--- config.mk ---
export PLATFORM = sky130hd
export DESIGN_NAME = pipeline_stall_controller
export DESIGN_NICKNAME = d
export VERILOG_FILES = /design/src/rtl/pipeline_stall_controller.sv
export SDC_FILE = /design/constraint.sdc
export NUM_CORES = 1
export LEC_CHECK = 0
export CORE_MARGIN = 2
export CORE_UTILIZATION = 46
export DETAILED_ROUTE_END_ITERATION = 10
export PLACE_DENSITY = 0.8
export SLEW_MARGIN = 0
export SYNTH_ARGS = -nofsm -noshare
export SYNTH_HDL_FRONTEND = slang
export SYNTH_SLANG_ARGS = --single-unit
export TNS_END_PERCENT = 100
--- constraint.sdc ---
create_clock -name clk -period 2.03 [get_ports clk]
set_input_delay 0.406 -clock clk [delete_from_list [all_inputs] [get_ports clk]]
set_output_delay 0.406 -clock clk [all_outputs]
set_load 0.005 [all_outputs]
--- src/rtl/pipeline_stall_controller.sv ---
// ---------------------------------------------------------------------------
// pipeline_stall_controller
//
// Purpose: stall/flush generator for the 5-stage MIPS pipeline. It covers
// the hazards the EX forwarding unit cannot resolve: load-use, decode-stage
// branch operand dependence, data-memory wait and the multi-cycle mult/div
// unit with its HI/LO write. It also produces the D-stage branch-compare
// forward selects.
//
// Parameters:
//   MUL_LAT     cycles from mult acceptance to HI/LO write (>=2)
//   DIV_LAT     cycles from div acceptance to HI/LO write (>=2)
//   MEM_TIMEOUT consecutive memory-wait cycles before mem_timeout sets (>=1)
//
// Ports:
//   clk, rst_n                      clock, asynchronous active-low reset
//   rs_d, rt_d, branch_d, mfhilo_d  decode-stage sources / instruction kind
//   writereg_ex, regwrite_ex, memtoreg_ex, muldiv_start_ex,
//   muldiv_is_div_ex                EX-stage destination and control
//   writereg_mem, regwrite_mem, memtoreg_mem, mem_req_mem
//                                   MEM-stage destination and control
//   mem_ready                       data-memory acknowledge
//   stall_f/d/e/m                   hold the respective pipeline register
//   flush_e/m/w                     bubble into E/M/W
//   forward_a_d, forward_b_d        D-stage compare takes MEM ALU result
//   muldiv_busy, hilo_we            mult/div in progress / HI/LO strobe
//   mem_timeout                     sticky memory-timeout error
// ---------------------------------------------------------------------------
module pipeline_stall_controller #(
    parameter int MUL_LAT     = 4,
    parameter int DIV_LAT     = 32,
    parameter int MEM_TIMEOUT = 255
) (
    input  logic       clk,
    input  logic       rst_n,
    input  logic [4:0] rs_d,
    input  logic [4:0] rt_d,
    input  logic       branch_d,
    input  logic       mfhilo_d,
    input  logic [4:0] writereg_ex,
    input  logic       regwrite_ex,
    input  logic       memtoreg_ex,
    input  logic       muldiv_start_ex,
    input  logic       muldiv_is_div_ex,
    input  logic [4:0] writereg_mem,
    input  logic       regwrite_mem,
    input  logic       memtoreg_mem,
    input  logic       mem_req_mem,
    input  logic       mem_ready,
    output logic       stall_f,
    output logic       stall_d,
    output logic       stall_e,
    output logic       stall_m,
    output logic       flush_e,
    output logic       flush_m,
    output logic       flush_w,
    output logic       forward_a_d,
    output logic       forward_b_d,
    output logic       muldiv_busy,
    output logic       hilo_we,
    output logic       mem_timeout
);

    localparam int LAT_MAX = (DIV_LAT > MUL_LAT) ? DIV_LAT : MUL_LAT;
    localparam int CNT_W   = (LAT_MAX > 2) ? $clog2(LAT_MAX) : 1;
    localparam int MW      = (MEM_TIMEOUT > 1) ? $clog2(MEM_TIMEOUT + 1) : 1;

    localparam logic [CNT_W-1:0] MUL_LOAD = CNT_W'(MUL_LAT - 1);
    localparam logic [CNT_W-1:0] DIV_LOAD = CNT_W'(DIV_LAT - 1);
    localparam logic [MW-1:0]    MEM_MAX  = MW'(MEM_TIMEOUT);

    typedef enum logic [1:0] {IDLE, MUL, DIV} md_state_e;

    md_state_e        state_q, state_d;
    logic [CNT_W-1:0] cnt_q, cnt_d;
    logic [MW-1:0]    mcnt_q, mcnt_d;
    logic             timeout_q, timeout_d;

    logic lwstall, brstall, memstall, mdstall_d, mdstall_e;
    logic dep_ex, dep_mem_load;

    // Register 0 is hard-wired zero, so it never creates a dependence.
    function automatic logic reg_match(input logic [4:0] a, input logic [4:0] b);
        return (a != 5'd0) && (a == b);
    endfunction

    // ---------------- hazard detection ----------------
    always_comb begin
        dep_ex       = reg_match(writereg_ex, rs_d) || reg_match(writereg_ex, rt_d);
        dep_mem_load = reg_match(writereg_mem, rs_d) || reg_match(writereg_mem, rt_d);
        lwstall      = memtoreg_ex && dep_ex;
        brstall      = branch_d && ((regwrite_ex && dep_ex) || (memtoreg_mem && dep_mem_load));
        memstall     = mem_req_mem && !mem_ready;
        mdstall_d    = muldiv_busy && mfhilo_d;
        mdstall_e    = muldiv_busy && muldiv_start_ex;
    end

    assign muldiv_busy = (state_q != IDLE);
    assign hilo_we     = (state_q != IDLE) && (cnt_q == '0);
    assign mem_timeout = timeout_q;

    // ---------------- stall/flush priority ----------------
    // The outputs are gated by rst_n so the pipeline sees no stalls or
    // flushes while reset is asserted, independent of input values.
    always_comb begin
        stall_f     = 1'b0;
        stall_d     = 1'b0;
        stall_e     = 1'b0;
        stall_m     = 1'b0;
        flush_e     = 1'b0;
        flush_m     = 1'b0;
        flush_w     = 1'b0;
        forward_a_d = 1'b0;
        forward_b_d = 1'b0;
        if (rst_n) begin
            forward_a_d = regwrite_mem && reg_match(writereg_mem, rs_d);
            forward_b_d = regwrite_mem && reg_match(writereg_mem, rt_d);
            if (memstall) begin
                // Whole pipe frozen; W gets a bubble so the stalled MEM op
                // is not written back twice.
                stall_f = 1'b1;
                stall_d = 1'b1;
                stall_e = 1'b1;
                stall_m = 1'b1;
                flush_w = 1'b1;
            end else if (mdstall_e) begin
                stall_f = 1'b1;
                stall_d = 1'b1;
                stall_e = 1'b1;
                flush_m = 1'b1;
            end else if (lwstall || brstall || mdstall_d) begin
                stall_f = 1'b1;
                stall_d = 1'b1;
                flush_e = 1'b1;
            end
        end
    end

    // ---------------- mult/div FSM next state ----------------
    // Acceptance is blocked during memstall because EX is frozen and the
    // same instruction will still be there next cycle.
    always_comb begin
        state_d = state_q;
        cnt_d   = cnt_q;
        unique case (state_q)
            IDLE: begin
                if (muldiv_start_ex && !memstall) begin
                    state_d = muldiv_is_div_ex ? DIV : MUL;
                    cnt_d   = muldiv_is_div_ex ? DIV_LOAD : MUL_LOAD;
                end
            end
            MUL, DIV: begin
                if (cnt_q == '0) state_d = IDLE;
                else             cnt_d   = cnt_q - 1'b1;
            end
            default: state_d = IDLE;
        endcase
    end

    // ---------------- memory wait counter ----------------
    always_comb begin
        mcnt_d    = '0;
        timeout_d = timeout_q;
        if (memstall) begin
            mcnt_d    = (mcnt_q == MEM_MAX) ? mcnt_q : mcnt_q + 1'b1;
            timeout_d = timeout_q || (mcnt_d == MEM_MAX);
        end
    end

    // ---------------- state registers ----------------
    always_ff @(posedge clk or negedge rst_n) begin
        if (!rst_n) begin
            state_q   <= IDLE;
            cnt_q     <= '0;
            mcnt_q    <= '0;
            timeout_q <= 1'b0;
        end else begin
            state_q   <= state_d;
            cnt_q     <= cnt_d;
            mcnt_q    <= mcnt_d;
            timeout_q <= timeout_d;
        end
    end

endmodule

* Yosys cells after proc, flatten, opt, wreduce, memory -nomap -nowiden
Index checks and enable logic that the tools add are counted.
** Operators by class
- Add/sub/neg operators :: 2
- Equal/unequal tests :: 11
- Muxes and demuxes :: 26
- Reduce and logical (&&, ||, !) cells :: 32
** Operators by type and width (count)
- == test 5 bit :: 4
- == test 8 bit (second input constant) :: 2
- 2-to-1 mux 1 bit :: 16
- 2-to-1 mux 8 bit :: 2
- logical AND 1 bit :: 15
- 2-to-1 mux 5 bit :: 3
- one-hot mux 5 bit (2 select lines) :: 1
- nonzero test 5 bit :: 2
- adder 8 x 1 -> 8 bit (second input constant) :: 1
- logical OR 1 bit :: 6
- 2-to-1 mux 2 bit :: 3
- inequality test 2 bit (second input constant) :: 3
- logical NOT 5 bit :: 1
- subtractor 5 x 1 -> 5 bit (second input constant) :: 1
- one-hot mux 2 bit (2 select lines) :: 1
- nonzero test 2 bit :: 2
- AND reduction 3 bit :: 1
- == test 2 x 1 -> 1 bit (second input constant) :: 1
- == test 2 bit (second input constant) :: 1
- logical NOT 1 bit :: 2
- logical NOT 2 bit :: 1
- AND reduction 2 bit :: 1
- OR reduction 2 bit :: 1
** Storage, ports and cells
- Bits in registers :: 16
- Input bits :: 32
- Logic and storage cells :: 75

* Logic depth before layout (Yosys ltp)
Gate-level depths: netlist of run 1.
- Depth in word-level cells :: 12
- Depth in mapped cells :: 7
- Depth with buffers taken out :: 7

* Worst setup path before layout of run 1
OpenSTA, ideal clock, no wires.
- Kind :: in2out
- Start :: input port writereg_mem[1]
- End :: output port stall_f
- Arrival time :: 1.468 ns
- Required time :: 1.624 ns
- Slack :: 0.156 ns
- Stages on the path :: 5
- Buffers on the path :: 1
- Cell sequence :: or4_1 > o21a_1 > o2111ai_1 > nand3_1 > buf_4
** On the way
- Word-level cells in the longest chain between the ends :: 12
** Ends and longest elaborated chain
- start: declaration :: line 45 : input logic [4:0] writereg_mem,
- == test 5 bit or nonzero test 5 bit (tied branches) :: line 84 : return (a != 5'd0) && (a == b);
- logical AND 1 bit :: line 84
- logical OR 1 bit * :: line 90 : dep_mem_load = reg_match(writereg_mem, rs_d) || reg_match(writereg_mem, rt_d);
- logical AND 1 bit * :: line 92 : brstall = branch_d && ((regwrite_ex && dep_ex) || (memtoreg_mem && dep_mem_load));
- logical OR 1 bit * :: line 92
- logical AND 1 bit * :: line 92
- logical OR 1 bit * (2 in a row) :: line 131 : end else if (lwstall || brstall || mdstall_d) begin
- 2-to-1 mux 1 bit * (4 in a row)
- end: declaration :: line 50 : output logic stall_f,
Mark *: on every way between the ends. The rest lies on a longest branch, timed or not.

* Worst setup path in the final report of run 1
- Start :: register state_q[1]
- End :: output port stall_f
** On the way
- Word-level cells in the longest chain between the ends :: 7
** Ends and longest elaborated chain
- start: declaration :: line 74 : md_state_e state_q, state_d;
- start signal: assignment :: line 178 : state_q <= state_d;
- nonzero test 2 bit * :: line 98 : assign muldiv_busy = (state_q != IDLE);
- logical AND 1 bit :: line 94 : mdstall_d = muldiv_busy && mfhilo_d;
- logical OR 1 bit :: line 131
- 2-to-1 mux 1 bit :: line 131
- 2-to-1 mux 1 bit * :: line 126 : end else if (mdstall_e) begin
- 2-to-1 mux 1 bit * :: line 118 : if (memstall) begin
- 2-to-1 mux 1 bit * :: line 115 : if (rst_n) begin
Marked as above.

==> results of run 1 <==
cell type report:
| class | count | share of cell area |
|---|---|---|
| multi-input combinational | 134 | 0.503 |
| tap | 31 | 0.0197 |
| inverter | 11 | 0.0209 |
| timing repair buffer | 64 | 0.235 |
| sequential | 16 | 0.203 |
| clock buffer | 4 | 0.0184 |
cells by family (layout without fill, tap and decap cells):
logic type | after synthesis | in the layout | share of synthesized area
buf+inv | 16 | 79 | 0.0520
mux | 3 | 3 | 0.0223
compound gates | 38 | 38 | 0.190
simple gates | 65 | 65 | 0.245
fa+ha+maj | 4 | 4 | 0.0372
flops | 16 | 16 | 0.297
xor+xnor | 24 | 24 | 0.156
metrics by stage:
stage | setup TNS, ns | area (µm²) | std cells | total power (µW)
after CTS | 0 | 1980 | 260 | 1390
final | 0 | 1970 | 260 | 1430
after detailed placement | -4.24 | 1910 | 252 | 1170
after floorplan | 0 | 1350 | 166 | 843
after global routing | -0.106 | 1970 | 260 | 1520
after global placement | -3.95 | 1910 | 252 | 1120
metal layers:
layer | routed length [µm] | GRT usage
met1 | 1490 | 0.262
met2 | 1970 | 0.411
met3 | 282 | 0.0357
met4 | 123 | 0.120
met5 | 0 | 0
registers in the layout, indices dropped and copies added, names as in the netlist:
name         count
cnt_q            5
state_q          2
mcnt_q           8
mem_timeout      1
cells in the final DEF (no fill, tap or decap), drive strengths merged:
cell type	synthesis	routed
a211oi	2	2
a21boi	1	1
a21o	3	3
a21oi	11	11
a31oi	4	4
and2	2	2
and3	2	2
and4	1	1
buf	4	31
clkbuf	1	18
clkdlybuf4s15	0	2
clkdlybuf4s50	0	11
dfrtp	16	16
dlygate4sd2	0	6
ha	4	4
inv	11	11
mux2i	3	3
nand2	15	15
nand2b	5	5
nand3	10	10
nand4	2	2
nor2	16	16
nor2b	4	4
nor3	5	5
o2111ai	2	2
o21a	2	2
o21ai	6	6
o22a	1	1
o22ai	2	2
o2bb2ai	2	2
o31a	1	1
o41ai	1	1
or4	2	2
or4b	1	1
xnor2	18	18
xor2	6	6
power by group through the flow:
stage                     clock, µW  sequential [µW]  combinational [µW]
after floorplan                   0              425                 418
after global placement            0              428                 695
after detailed placement          0              433                 734
after CTS                       214              427                 749
after global routing            227              439                 854
final                           216              429                 782
worst max-delay path, delay by kind of cell, from the launching register on:
| kind | cells | cell delay (ns) |
|---|---|---|
| simple gates | 1 | 0.09 |
| compound gates | 2 | 0.29 |
| fa+ha+maj | 1 | 0.18 |
| buf+inv | 4 | 0.36 |
| flops | 1 | 0.39 |
worst paths after layout:
check	start	end
min in group clk	mem_timeout$_DFFE_PN0P_	mem_timeout$_DFFE_PN0P_
min	rst_n	state_q[1]$_DFFE_PN0P_
max reg2reg	state_q[1]$_DFFE_PN0P_	cnt_q[4]$_DFFE_PN0P_
max	state_q[1]$_DFFE_PN0P_	stall_f
min reg2reg	mem_timeout$_DFFE_PN0P_	mem_timeout$_DFFE_PN0P_
max in group asynchronous	rst_n	cnt_q[4]$_DFFE_PN0P_
timing repair:
action | CTS | global route
hold endpoints to repair | 0 | 0
setup endpoints to repair | 10 | 8
buffers inserted | 4 | 0
pin swaps | 14 | 30
gates resized for setup | 76 | 42
==> results.md, run 1 <==
* Initial antenna violation count at 0
* Post-Syn Nets at between 200 and 250
* Crit-path cells: inv_1 > ha_2 > inv_2 > a21o_1 > buf_6 > o21ai_2 > nand3_1 > buf_2
* Clock Sinks at 16
* DIE AREA at 0.00338 mm²
* Register share of total power at 0.301
* DRT iter0 DRCs at 48
* Maxcap violations at 0
* CTS tree: done
* Max-slew violations at 0
* Storage element area at 400 µm²
* Worst skew pair latency at between 0.2 and 0.3 ns
* Final hold violation count at 0
* Period utilisation layout at 0.991
* Kind of critical path: flip-flop to output pin
* Mean Syn Cell Area at 8.11 µm²
* Post-synth EDFFs at 0
* Yosys Warn Count at 0
* Post-Syn Instances at 166
* Post-synthesis sequential area ratio at 0.297
* Clock root cell: clkbuf_4
* Starting density of the core at 0.488
* Worst rel slew slack at 0.725
* Io pins at 44
* Pwr dens at just over 700 mW/mm²
* First-pass GRT wire length at 6.08 mm
* Critical path startpoint category: flip-flop
* CTS H-tree depth at 1
* Pre-CTS setup slack at -0.726 ns
* Yosys reg bits at 16
* Core area at 0.00276 mm²
* Vias per inst at 5.62
* Total wire length at 3.87 mm
* Sw Ratio at 0.379
* Async SR Flop Fraction at 1.00
* Largest cells by area after synthesis: dfrtp_1 (30%), xnor2_1 (12%), nor2_1 (4.5%)
* P_leak at 0.000902 µW
* Vias in the first global route at between 1000 and 1500
* Routed Antenna Nets at 0
* Fin util at 0.716
* Outcome: completed
* Most frequent cell after synthesis: xnor2_1
* Final WS setup at 0.0189 ns
* Combinational cell fraction of total power at 0.548
* Post-DP HPWL at 2.93 mm
* Total GRT Usage at 0.230
* RePlAce Congestion at roughly 0.9
* Multi-input logic area at 992 µm²
* Ys flop type: dfrtp_1
* Critical path's largest stage delay at ~0.4 ns
* DR DRC count at 0
* R2r setup slk at 0.21 ns
* Hold-fix buffers, CTS at 0
* Row count at 19
* Post-route clock skew at ~0.0011 ns
* R2r worst-path depth at 7
* Filler cells at 212
* Clock buffer depth at 2
* Final setup fails at 0
* Syn Std Cell Area at 0.00135 mm²
* Crit. End Element: output pin
* Max VDD drop at 1.07 mV
* Chip width at a little under 60 µm
* WP data arrival at 1.61 ns
* Final min period at 2.01 ns
* Worst Hold Class: primary input to async pin
* Die height at a little under 60 µm
* Post-synth top area cell: dfrtp_1
* Vias at 1460
* Reg clk slew, reported paths at ~0.09 ns
* Antenna diodes at 0
* Drt first pass iters at 4
* Pin count of the biggest net entering global routing at 15
* Clock power share at 0.151
* Switch Pwr at 540 µW
* Grt ovf at 0
* Worst-margin pin slew at ~0.41 ns
* Yosys cell types at 38
* Crit-path max FO at 2
* Share of cells above drive strength 1 at 0.323
* Routed len/inst at 14.9 µm
* RSZ-0062 raised after global routing: yes
* Synth top cells by count: xnor2_1 (18), dfrtp_1 (16), nor2_1 (16), nand2_1 (14), inv_1 (11)
* Layout area overhead at 46.6%
* Maximum operating frequency at a little under 0.5 GHz
* Critical-path top delay cell: dfrtp_1
* Worst Hold Slack at 0.320 ns
* Yosys top cell area share at 0.297
* Internal Power at 887 µW
* Fin nets at 266
* Total CTS buffers at 3
* Buffers added on ports at 43
* CP required at 1.62 ns
Power figures use the tool's default switching activity.
==> run 2: changes to the inputs <==
Settings changed: CORE_MARGIN 2 to default, SKIP_CTS_REPAIR_TIMING from default to 1.
==> run 2 against run 1 <==
- maximum frequency barely moved
- global-route usage rose by 1.6 points
- die area fell by 6.8%
- clock skew is 0.0073 ns higher
- clock-buffer cell count stayed put
- first-iteration DRC count shrank 8.3%
- sequential cell count did not move
- register-to-register slack worse by 0.04 ns
- combinational power is 2% higher
==> results.md, run 2 (synthesized netlist as in run 1, its figures left out) <==
* Routed Antenna Nets at 0 (unchanged)
* Post-DP HPWL at 2.95 mm (+0.73%)
* Antenna diodes at 0 (unchanged)
* Fin area at 0.00213 mm² (+7.7%)
* Max VDD drop at 0.893 mV (-17%)
* Max reg flops at 8 (unchanged)
* Grt ovf at 0 (unchanged)
* Vias in the first global route at 1468 (+0.068%)
* Post-route clock skew at 0.00846 ns (+0.00733 ns)
* Most frequent cells in the layout: dlymetal6s2s_1 (26), buf_4 (24), xnor2_1 (17)
* DIE AREA at 0.00315 mm² (-6.8%)
* Largest registers: mcnt_q: 8 flops, cnt_q: 5 flops, state_q: 2 flops
* Final cell count without fillers at 263 (+1.2%)
* Die height at 56.1 µm (-3.4%)
* Io pins at 44 (unchanged)
* Final hold violation count at 0 (unchanged)
* Reg with most FFs: mcnt_q
* Total wire length at 3.94 mm (+1.7%)
* CTS H-tree depth at 1 (unchanged)
* Worst skew pair latency at 0.29 ns (about the same)
* Worst Hold Class: primary input to async pin
* Core area at 0.00276 mm² (unchanged)
* Initial antenna violation count at 0 (unchanged)
* CTS tree: done
* P_leak at 0.00117 µW (+29%)
* Outcome: completed
* Chip width at 56.1 µm (-3.4%)
* Placed instance area at 0.00191 mm² (unchanged)
* WP data arrival at 1.61 ns (about the same)
* Reg clk slew, reported paths at 0.10 ns (about the same)
* Max-slew violations at 0 (unchanged)
* First-pass GRT wire length at 6.18 mm (+1.6%)
* Maximum operating frequency at 0.497 GHz (about the same)
* Overall power at 1430 µW (+0.27%)
* Kind of critical path: primary input to output pin
* Critical path's largest stage delay at 0.52 ns (+0.13 ns)
* Clock Sinks at 16 (unchanged)
* Commonest non-fill, non-tap cell in the layout: dlymetal6s2s_1
* CP required at 1.62 ns (about the same)
* Maxcap violations at 0 (unchanged)
* Starting density of the core at 0.488 (unchanged)
* DRT iter0 DRCs at 44 (-8.3%)
* Routed len/inst at 15.0 µm (+0.55%)
* Vias per inst at 5.65 (+0.62%)
* Clock root cell: clkbuf_4
* Buffers added on ports at 43 (unchanged)
* Crit. End Element: output pin
* Period utilisation layout at 0.991 (about the same)
* Layout area overhead at 57.9%
* Crit-path cells: buf_8 > or4_4 > o21a_1 > o2111ai_2 > nand3_1 > buf_2
* Worst Hold Slack at 0.374 ns (+0.0540 ns)
* Total CTS buffers at 3 (unchanged)
* Crit-path max FO at 3 (+1)
* Final setup fails at 0 (unchanged)
* Pwr dens at 673 mW/mm² (-6.9%)
* DR DRC count at 0 (unchanged)
* DP Cell Count at 252 (unchanged)
* Clock buffer depth at 2 (unchanged)
* Fin nets at 269 (+1.1%)
* Worst rel slew slack at 0.747 (+0.0221)
* Worst-margin pin slew at 0.380 ns (-0.0300 ns)
* Share of cells above drive strength 1 at 0.246 (-0.0775)
* RSZ-0062 raised after global routing: yes
* Row count at 19 (unchanged)
* Setup TNS Final at 0 ns (unchanged)
* RePlAce Congestion at 0.991 (+9.9%)
* Drt first pass iters at 4 (unchanged)
* Vias at 1486 (+1.8%)
* Total GRT Usage at 0.246 (+0.0163)
* Critical path startpoint category: primary input
* Critical-path top delay cell: or4_4
* Final min period at 2.01 ns (+0.00158 ns)
* Pin count of the biggest net entering global routing at 17 (+2)
run 2: cell types whose count changed in the layout (fill, tap and decap cells not counted), moves of 4 or more:
cell            previous run  this run
buf_2                     10         1
buf_4                     20        24
clkbuf_2                  14         4
dlygate4sd2_1              6         0
dlymetal6s2s_1             0        26
xnor2_1                   13        17
xnor2_2                    5         1
run 2: final cells by class:
type | count | area (µm²)
Clock buffer | 4 | 36.3
Fill cell | 211 | 632
Inverter | 11 | 41.3
Multi-Input combinational cell | 134 | 953
Sequential cell | 16 | 400
Tap cell | 31 | 38.8
Timing Repair Buffer | 67 | 656
run 2: metrics by stage:
stage	worst slack, ns	util
4_1_cts	-0.699	0.707
5_1_grt	-0.0947	0.771
3_5_place_dp	-0.700	0.694
2_1_floorplan	0.156	-
6_report	0.0173	0.771
3_3_place_gp	-0.661	0.694
run 2: final timing paths:
kind                                         start                 endpoint  slack [ns]  cells past startpoint
max in group asynchronous                    rst_n     cnt_q[4]$_DFFE_PN0P_        1.47                      3
min                                          rst_n      mcnt_q[5]$_DFF_PN0_        0.37                      3
min in group clk           mem_timeout$_DFFE_PN0P_  mem_timeout$_DFFE_PN0P_        0.49                      2
min reg2reg                mem_timeout$_DFFE_PN0P_  mem_timeout$_DFFE_PN0P_        0.49                      2
max reg2reg                    mcnt_q[0]$_DFF_PN0_  mem_timeout$_DFFE_PN0P_        0.17                      6
max                                writereg_mem[2]                  stall_d        0.02                      6
run 2: metal layers:
metal	GRT usage	up-vias	wire length [µm]
met4	0.122	0	69
met2	0.437	57	2060
met5	0	-	0
met1	0.278	706	1560
li1	-	715	-
met3	0.0488	8	246
run 2: worst max-delay path: cells and delay by family:
kind	cells	cell delay [ns]
buf+inv	2	0.24
simple gates	2	0.64
compound gates	2	0.32
run 2: power by group:
| part | internal (µW) | total (µW) | leakage (µW) | switching (µW) |
|---|---|---|---|---|
| Combinational | 418 | 796 | 0.000946 | 378 |
| Sequential | 382 | 428 | 0.000200 | 45.5 |
| Clock | 109 | 207 | 0.0000210 | 97.6 |
| Total | 910 | 1430 | 0.00117 | 521 |
